<file path="src/rtl/bpu_pkg.sv">
// Shared definitions for the branch prediction unit: direction counter
// encodings and PC index/tag slicing helpers.
package bpu_pkg;

    // Named encodings of the default 2-bit direction counter
    typedef enum logic [1:0] {
        CNT_SNT = 2'd0,
        CNT_WNT = 2'd1,
        CNT_WT  = 2'd2,
        CNT_ST  = 2'd3
    } cnt_e;

    // Weakly-not-taken for any width: MSB clear, all lower bits set
    function automatic logic [31:0] cnt_wnt(input int w);
        return (32'd1 << (w - 1)) - 32'd1;
    endfunction

    // Weakly-taken for any width: MSB set, all lower bits clear
    function automatic logic [31:0] cnt_wt(input int w);
        return 32'd1 << (w - 1);
    endfunction

    // Table index: word-aligned PC bits just above the byte offset
    function automatic logic [63:0] pc_idx(input logic [63:0] pc, input int idx_w);
        return (pc >> 2) & ((64'd1 << idx_w) - 64'd1);
    endfunction

    // Tag: every PC bit above the index
    function automatic logic [63:0] pc_tag(input logic [63:0] pc, input int idx_w);
        return pc >> (idx_w + 2);
    endfunction

endpackage

</file>
<file path="src/rtl/bpu_sat_cnt.sv">
// W-bit saturating up/down counter with enable, parallel load and a
// configurable reset value.
module bpu_sat_cnt #(
    parameter int             W       = 2,
    parameter logic [W-1:0]   RST_VAL = '0
) (
    input  logic         clk,
    input  logic         rst_n,
    input  logic         en,
    input  logic         up,
    input  logic         load,
    input  logic [W-1:0] load_val,
    output logic [W-1:0] cnt
);

    logic [W-1:0] cnt_q, cnt_d;

    // Load wins over counting; counting stops at either rail
    always_comb begin
        cnt_d = cnt_q;
        if (load) begin
            cnt_d = load_val;
        end else if (en) begin
            if (up && (cnt_q != {W{1'b1}})) begin
                cnt_d = cnt_q + W'(1);
            end else if (!up && (cnt_q != '0)) begin
                cnt_d = cnt_q - W'(1);
            end
        end
    end

    // Counter state register
    always_ff @(posedge clk or negedge rst_n) begin
        if (!rst_n) begin
            cnt_q <= RST_VAL;
        end else begin
            cnt_q <= cnt_d;
        end
    end

    assign cnt = cnt_q;

endmodule

</file>
<file path="src/rtl/bpu_btb_bht.sv">
// Branch target buffer with per-entry saturating direction counters and a
// saturating mispredict counter. Lookup is combinational on the decode PC;
// resolution updates from EX land on the next rising edge.
// Optional: define BPU_GSHARE_EN to index the direction counters with the
// PC index XORed with a non-speculative global history register.
module bpu_btb_bht
    import bpu_pkg::*;
#(
    parameter int XLEN    = 32,
    parameter int ENTRIES = 16,
    parameter int IDX_W   = $clog2(ENTRIES),
    parameter int CNT_W   = 2,
    parameter int GHR_W   = 8,
    parameter int PERF_W  = 16
) (
    input  logic              clk,
    input  logic              rst_n,
    input  logic [XLEN-1:0]   lk_pc,
    output logic              lk_hit,
    output logic              lk_taken,
    output logic [XLEN-1:0]   lk_target,
    input  logic              up_valid,
    input  logic [XLEN-1:0]   up_pc,
    input  logic [XLEN-1:0]   up_target,
    input  logic              up_taken,
    input  logic              up_mispredict,
    input  logic              stall,
    input  logic              inv_all,
    output logic [PERF_W-1:0] mispred_cnt
);

    localparam int TAG_W = XLEN - IDX_W - 2;
    localparam logic [CNT_W-1:0] CNT_RST   = CNT_W'(cnt_wnt(CNT_W));
    localparam logic [CNT_W-1:0] CNT_ALLOC = CNT_W'(cnt_wt(CNT_W));

    typedef struct packed {
        logic             valid;
        logic [TAG_W-1:0] tag;
        logic [XLEN-1:0]  target;
    } entry_t;

    entry_t              entry_q [ENTRIES];
    entry_t              entry_d [ENTRIES];
    logic [CNT_W-1:0]    cnt_val [ENTRIES];
    logic [ENTRIES-1:0]  cnt_en, cnt_ld;
    logic [PERF_W-1:0]   mis_q, mis_d;

    logic [IDX_W-1:0] lk_idx, up_idx, lk_cidx, up_cidx;
    logic [TAG_W-1:0] lk_tag, up_tag;
    logic             up_hit, upd_acc;

    assign lk_idx = IDX_W'(pc_idx(64'(lk_pc), IDX_W));
    assign up_idx = IDX_W'(pc_idx(64'(up_pc), IDX_W));
    assign lk_tag = TAG_W'(pc_tag(64'(lk_pc), IDX_W));
    assign up_tag = TAG_W'(pc_tag(64'(up_pc), IDX_W));

    // inv_all takes priority: a flush cycle never trains the tables
    assign upd_acc = up_valid & ~stall & ~inv_all;
    assign up_hit  = entry_q[up_idx].valid && (entry_q[up_idx].tag == up_tag);

`ifdef BPU_GSHARE_EN
    logic [GHR_W-1:0] ghr_q, ghr_d;

    // History shifts only on resolved, accepted updates
    always_comb begin
        ghr_d = upd_acc ? {ghr_q[GHR_W-2:0], up_taken} : ghr_q;
    end

    // Global history register
    always_ff @(posedge clk or negedge rst_n) begin
        if (!rst_n) begin
            ghr_q <= '0;
        end else begin
            ghr_q <= ghr_d;
        end
    end

    assign lk_cidx = lk_idx ^ ghr_q[IDX_W-1:0];
    assign up_cidx = up_idx ^ ghr_q[IDX_W-1:0];
`else
    assign lk_cidx = lk_idx;
    assign up_cidx = up_idx;
`endif

    // Lookup reflects pre-edge state; no bypass of a same-cycle update
    always_comb begin
        lk_hit    = entry_q[lk_idx].valid && (entry_q[lk_idx].tag == lk_tag);
        lk_taken  = lk_hit && cnt_val[lk_cidx][CNT_W-1];
        lk_target = lk_hit ? entry_q[lk_idx].target : '0;
    end

    // Taken outcome refreshes a hit's target or allocates on a miss; same write
    always_comb begin
        entry_d = entry_q;
        if (inv_all) begin
            for (int i = 0; i < ENTRIES; i++) begin
                entry_d[i].valid = 1'b0;
            end
        end else if (upd_acc && up_taken) begin
            entry_d[up_idx].valid  = 1'b1;
            entry_d[up_idx].tag    = up_tag;
            entry_d[up_idx].target = up_target;
        end
    end

    // BTB entry storage
    always_ff @(posedge clk or negedge rst_n) begin
        if (!rst_n) begin
            for (int i = 0; i < ENTRIES; i++) begin
                entry_q[i] <= '0;
            end
        end else begin
            entry_q <= entry_d;
        end
    end

    // Hits train the counter; taken misses seed it at weakly-taken
    always_comb begin
        cnt_en = '0;
        cnt_ld = '0;
        if (upd_acc) begin
            if (up_hit) begin
                cnt_en[up_cidx] = 1'b1;
            end else if (up_taken) begin
                cnt_ld[up_cidx] = 1'b1;
            end
        end
    end

    for (genvar g = 0; g < ENTRIES; g++) begin : g_cnt
        bpu_sat_cnt #(
            .W       (CNT_W),
            .RST_VAL (CNT_RST)
        ) u_cnt (
            .clk      (clk),
            .rst_n    (rst_n),
            .en       (cnt_en[g]),
            .up       (up_taken),
            .load     (cnt_ld[g]),
            .load_val (CNT_ALLOC),
            .cnt      (cnt_val[g])
        );
    end

    // Mispredict count ignores inv_all but respects stall; sticks at max
    always_comb begin
        mis_d = mis_q;
        if (up_valid && up_mispredict && !stall && (mis_q != {PERF_W{1'b1}})) begin
            mis_d = mis_q + PERF_W'(1);
        end
    end

    // Mispredict counter register
    always_ff @(posedge clk or negedge rst_n) begin
        if (!rst_n) begin
            mis_q <= '0;
        end else begin
            mis_q <= mis_d;
        end
    end

    assign mispred_cnt = mis_q;

endmodule

</file>
<file path="config.mk">
export PLATFORM = sky130hd
export DESIGN_NAME = bpu_btb_bht
export DESIGN_NICKNAME = d
export VERILOG_FILES = /design/src/rtl/bpu_pkg.sv /design/src/rtl/bpu_sat_cnt.sv /design/src/rtl/bpu_btb_bht.sv
export SDC_FILE = /design/constraint.sdc
export NUM_CORES = 2
export LEC_CHECK = 0
export ABC_AREA = 1
export BUFFER_PORTS_ARGS = -buffer_cell sky130_fd_sc_hd__buf_2
export CAP_MARGIN = 10
export CORE_MARGIN = 2
export CORE_UTILIZATION = 40
export DETAILED_ROUTE_END_ITERATION = 12
export GPL_ROUTABILITY_DRIVEN = 0
export PLACE_DENSITY = 0.65
export SLEW_MARGIN = 20
export SYNTH_ARGS = -nofsm -noshare
export SYNTH_HDL_FRONTEND = slang
export SYNTH_HIERARCHICAL = 1
export SYNTH_SLANG_ARGS = --single-unit
</file>
<file path="constraint.sdc">
create_clock -name clk -period 3.02 [get_ports clk]
set_clock_uncertainty 0.05 [all_clocks]
set_input_delay 0.302 -clock clk [delete_from_list [all_inputs] [get_ports clk]]
set_output_delay 0.302 -clock clk [all_outputs]
set_load 0.01 [all_outputs]
</file>
; After elaboration in Yosys (flattened, before gate mapping)
; Cells that the tools add are included.
[word_totals]
register_bits = 992
out_inout_bits = 50
word_cells = 344
inputBits = 103
[classes]
muxes = 107
n_eq_ne = 19
bitwise = 6
order_cmp = 5
n_addsub = 33
n_reduce_logical = 109
[ops]
columns = op, count
row1 = $bwmux W944, 3
row2 = $mux W944, 1
row3 = $demux W59 S4, 3
row4 = $bmux W59 S4, 2
row5 = $mux W59, 5
row6 = $mux W2, 66
row7 = $mux W16, 5
row8 = $reduce_bool A2 Y1, 33
row9 = $mux W32, 2
row10 = $mux W58, 1
row11 = $eq A26 B26 Y1, 2
row12 = $reduce_bool A3 Y1, 16
row13 = $logic_and A1 B1 Y1, 41
row14 = $reduce_and A2 Y1, 17
row15 = $add A2 B1 Y2 const B, 16
row16 = $ne A2 B2 Y1 const B, 16
row17 = $sub A2 B1 Y2 const B, 16
row18 = $mux W1, 17
row19 = $add A16 B1 Y16 const B, 1
row20 = $ne A16 B16 Y1 const B, 1
row21 = $ge A5 B5 Y1 const B, 2
row22 = $not A4 Y5, 2
row23 = $bmux W2 S4, 1
row24 = $lt A4 B5 Y1 const B, 1
row25 = 6 further kinds, 9

; Logic depth before layout (Yosys ltp)
[depth]
depth_word = 10
mapped_depth = 25
mapped_depth_nobuf = 22

; Modules after synthesis
; The synthesis kept the hierarchy.
[modules_own_cells]
columns = mod, cells_per_inst, seq_area_each_um2, instances, area_per_inst_um2
row1 = bpu_btb_bht, 6621, 24023.0, 1, 49319.8
row2 = bpu_sat_cnt, 25, 51.3, 16, 146.4

; Least setup slack after synthesis
; Ideal clock, no wire load.
[synth_path]
kind = input -> register
startpoint = input up_pc[3]
endpoint = register g_cnt[10].u_cnt.cnt_q[1]
cell_stages = 22
n_path_buf = 4
setup_time_ns = 0.116
arrival_ns = 2.283
required_ns = 2.854
slack_ns = 0.570
path_cell_list = buf_4 -> inv_2 -> buf_6 -> buf_2 -> nand2_1 -> nand2_1 -> nand2_1 -> nand2_1 -> nor3_1 -> nor2_1 -> nand2_1 -> nor2_2 -> nand3_4 -> nor2_8 -> buf_8 -> nor2_2 -> inv_1 -> nand2_1 -> nor2_1 -> nor2_1 -> nand2_1 -> nand2_1
[synth_via]
elab_chain_cells = 10
word_cells_on_any_way = 20
classes_between = order compare (2) / eq/ne (1) / mux (11) / bitwise (1) / reduce/logical (5)
[synth_rtl]
columns = element, line
row1 = "start, declared", bpu_btb_bht.sv:23  ; input logic [XLEN-1:0] up_pc,
row2 = $not A4 Y5 (not written as such), bpu_btb_bht.sv:59  ; assign up_hit = entry_q[up_idx].valid && (entry_q[up_idx].tag == up_tag);
row3 = $bmux W59 S4, bpu_btb_bht.sv:59
row4 = $mux W59 (not written as such) (2 in series), bpu_btb_bht.sv:59
row5 = $eq A26 B26 Y1, bpu_btb_bht.sv:59
row6 = $logic_and A1 B1 Y1, bpu_btb_bht.sv:59
row7 = $mux W16 (*), bpu_btb_bht.sv:122  ; if (up_hit) begin
row8 = $mux W16 (*), bpu_btb_bht.sv:121  ; if (upd_acc) begin
row9 = via cnt_ld[10], bpu_btb_bht.sv:45  ; logic [ENTRIES-1:0] cnt_en, cnt_ld;
row10 = $reduce_bool A3 Y1 (no source line) or $reduce_bool A2 Y1 (tied branches), n/a
row11 = $reduce_and A2 Y1 (no source line), n/a
row12 = "end signal, assigned", bpu_sat_cnt.sv:37  ; cnt_q <= cnt_d;
row13 = "end, declared", bpu_sat_cnt.sv:16  ; logic [W-1:0] cnt_q, cnt_d;
; The timed path passes the listed nets; every way through them passes the cells marked *. The select of a mux whose other input is x is not followed.
; A chain may end at the register's enable or synchronous reset.

; Worst setup path in the final report
[layout_path]
startpoint = register entry_q[868] (netlist name)
endpoint = output lk_target[21]
[layout_via]
elab_chain_cells = 6
[layout_rtl]
columns = element, line
row1 = "start, declared", bpu_btb_bht.sv:42  ; entry_t entry_q [ENTRIES];
row2 = "start signal, assigned", bpu_btb_bht.sv:113  ; entry_q <= entry_d;
row3 = $bmux W59 S4, bpu_btb_bht.sv:87  ; lk_hit = entry_q[lk_idx].valid && (entry_q[lk_idx].tag == lk_tag);
row4 = $mux W59 (2 in series), n/a
row5 = $eq A26 B26 Y1, bpu_btb_bht.sv:87
row6 = $logic_and A1 B1 Y1, bpu_btb_bht.sv:87
row7 = $mux W32, bpu_btb_bht.sv:89  ; lk_target = lk_hit ? entry_q[lk_idx].target : '0;
row8 = "end, declared", bpu_btb_bht.sv:21  ; output logic [XLEN-1:0] lk_target,
; Every way passes these cells. The select of a mux whose other input is x is not followed.

==> flow_metrics.py <==
metrics = {
    "run": {
        "maxCapViolations": 0,
    },
    "sta": {
        "relSlewSlack_pct": 34.01,
        "period_needed_ns": 3.210,
        "hold_viol": 0,
        "fmax_mhz": 311.5,
        "tightestPinTransition_ns": 0.9815,
        "rsz0062_at_grt": "yes",
        "setup_viol": 34,
        "worst_slack_ns": -0.1902,
        "fin_tns_setup_ns": -5.116,
        "slew_violations": 0,
        "min_period_over_period_pct": 106.3,
    },
    "global_routing": {
        "grt_usage_pct": 26.08,
        "grt_pass1_vias": 45492,
        "globalRouteMet2Util_pct": 40.84,
        "grt.busiest_layer": "met2",
        "met1_usage_pct": 36.44,
        "grt_pass1_wl_mm": 269.9,
        "grt-ovfl-total": 0,
        "met3_usage_pct": 4.620,
        "antenna_found_initial": 3,
        "grt_max_degree": 118,
    },
    "power_and_ir_drop": {
        "p_leak_nw": 28.07,
        "design_power_total_mw": 33.76,
        "irDropWorstVdd_uv": 505.2,
        "p_sw_share_pct": 27.45,
        "clkPwrFrac_pct": 42.6,
        "p_switching_mw": 9.269,
        "power.density_nw_per_um2": 560.0,
        "combPwrFrac_pct": 12.8,
        "p_int_mw": 24.49,
        "pwr-share-seq_pct": 44.6,
    },
    "floorplanning": {
        "rows": 131,
        "die_w_um": 363.4,
        "io_pins": 153,
        "die_h_um": 363.4,
        "dieArea_um2": 132000,
        "core_area_um2": 127800,
        "start_util_pct": 40.41,
    },
    "finish": {
        "fillers": 12614,
        "nets": 7194,
        "final_common_cell": "nand2_1",
        "multi_input_area_um2": 23870,
        "final_cell_mix": "2,777 x nand2_1, 1,160 x o21ai_0, 976 x dfrtp_1",
        "antenna_cells": 0,
        "area_delta_synth_final_pct": 16.69,
        "seqCellArea_um2": 24840,
        "drive_gt1_share_pct": 11.55,
    },
    "hold_path": {
        "hp-class": "input port to register",
        "hold_depth": 3,
    },
    "clock_network": {
        "cts_root_buf": "clkbuf_16",
        "cts_buffers": 109,
        "clkLatencyLatePin_ns": 0.74,
        "clockBufferDepth": 3,
        "htreeDepth": 3,
        "clk_pin_slew_ns": 0.06,
        "clkSinkCount": 992,
        "cts_tree": "yes",
    },
    "synth": {
        "ys_seq_area_share_pct": 48.09,
        "muxShareOfSynthArea_pct": 0,
        "synth-edff-count": 0,
        "synth_area_um2": 51660,
        "yosys_warnings": 6,
        "synth_top_family_by_area": "simple AND/OR/NAND/NOR gates",
        "synth-seq-cells": 992,
        "yosysUniqueCellTypes": 45,
        "async_flop_share_pct": 100.0,
        "synth_xor_area_share_pct": 0.2543,
        "yosys.area_share.simple_pct": 26.26,
        "synth-compound-area-share_pct": 18.16,
        "syn_inst": 7021,
        "ys.flop_type": "dfrtp_1",
        "synthAdderAreaFrac_pct": 0.02422,
        "syn_avg_cell_area_um2": 7.358,
    },
    "worst_setup_path": {
        "cp-end-kind": "output port",
        "rr_worst_depth": 18,
        "slowest_delay_ns": 0.40,
        "arrival_ns": 2.86,
        "start_kind": "register",
        "crit_fanout": 8,
        "slowest_stage": "dfrtp_1",
        "crit_chain": "nand2_1, o21ai_0, a21oi_1, o21ai_0, nand3_1, nand2_1, nand2_1, nand2_1, nor2_4, buf_4, nand3_4, buf_12, buf_12, nor3_2, buf_2",
        "worstPathRequired_ns": 2.67,
        "cpMostUsedCell": "nand2_1",
        "timing.setup.critical_path_class": "register to output port",
    },
    "detailed_routing": {
        "via_per_inst": 5.495,
        "routed_wl_mm": 173.6,
        "firstDrtPassIters": 6,
        "drcViolationCount": 0,
        "vias": 48584,
        "drt_iter0_drc": 5049,
        "drt-wirelength-per-cell_um": 19.63,
        "antenna_left": 0,
    },
    "placement": {
        "portBuffers": 148,
        "place_ws_ns": -0.2657,
        "hpwl_mm": 101.6,
    },
    "status": {
        "violations": "negative setup slack",
        "status": "complete, but fails checks",
    },
}
synth_stat cells, types with 44 or more instances:
| cell | count | area [µm²] |
|---|---|---|
| nand2_1 | 2793 | 10480 |
| buf_2 | 165 | 825.8 |
| nor2_1 | 270 | 1013 |
| a221oi_1 | 125 | 1095 |
| nand3_1 | 233 | 1166 |
| dfrtp_1 | 976 | 24420 |
| inv_1 | 310 | 1164 |
| nor3_1 | 44 | 220.2 |
| clkbuf_1 | 291 | 1092 |
| o211ai_1 | 48 | 360.4 |
| o21ai_0 | 1182 | 5916 |
| a21oi_1 | 291 | 1456 |
final timing paths:
path                                          start                           endpoint  slack [ns]
min reg2reg                entry_q[786]$_DFFE_PN0P_           entry_q[786]$_DFFE_PN0P_        0.43
max reg2reg                entry_q[627]$_DFFE_PN0P_  g_cnt[0].u_cnt/cnt[1]$_DFFE_PN0P_        0.18
max                        entry_q[868]$_DFFE_PN0P_                      lk_target[21]       -0.19
max in group asynchronous                     rst_n  g_cnt[0].u_cnt/cnt[0]$_DFFE_PN1P_        1.78
min in group asynchronous                     rst_n            entry_q[46]$_DFFE_PN0P_        0.08
min                                   up_target[18]           entry_q[667]$_DFFE_PN0P_        0.04
per-layer routing:
layer | vias up | share of wire, %
met3 | 362 | 8.4
met1 | 23241 | 44
met2 | 2027 | 45
li1 | 22950 | -
met5 | - | 0.013
met4 | 4 | 3.3
critical path, delay by kind of cell (launching register included):
kind | cells | cell delay [ns]
buffers and inverters | 4 | 0.64
AOI/OAI and AO/OA | 3 | 0.34
DFF | 1 | 0.40
and+or+nand+nor | 8 | 0.75
metrics by stage:
step	instances	utilization, %	hold WS [ns]	instance area (µm²)
6_report	8841	47.15	0.03847	60290
5_1_grt	8841	47.15	0.03844	60290
4_1_cts	8833	47.03	0.004672	60130
3_5_place_dp	8612	43.45	0.2613	55550
3_3_place_gp	8612	43.45	0.2628	55550
2_1_floorplan	7051	-	-0.04359	51770
cell type report:
cell class                      count  area share, %
Sequential cell                   992          41.21
Multi-Input combinational cell   5202          39.60
Timing Repair Buffer              468          7.293
Clock buffer                      155          5.261
Tap cell                         1662          3.449
Inverter                          317          2.024
Clock inverter                     45          1.166
power by group through the flow:
stage	registers, mW	logic (mW)	clock network, mW
after floorplan	15.1	2.62	0
after global placement	15.2	4.10	0
after detailed placement	15.3	4.18	0
after CTS	15.0	4.27	14.6
after global routing	15.2	4.88	15.2
final	15.1	4.32	14.4
timing repair:
| action | CTS | global route |
|---|---|---|
| pin swaps | 34 | 18 |
| endpoints found under the hold margin | 375 | 0 |
| hold buffers | 13 | 0 |
| resized for setup | 119 | 33 |
| buffers inserted | 7 | 7 |
| cloned | 2 | 1 |
| endpoints found under the setup margin | 34 | 49 |
flip-flops by register name, indices dropped and copies added (netlist names):
name,cells
entry_q,944
g_cnt.u_cnt/cnt,32
mispred_cnt,16
cell families (layout without fill, tap and decap cells):
logic type | after synthesis | after routing
simple gates | 3421 | 3422
compound gates | 1732 | 1732
flops | 992 | 992
buf+inv | 858 | 985
xor+xnor | 15 | 15
other cells | 2 | 32
fa+ha+maj | 1 | 1
Power figures use the tool's default switching activity.
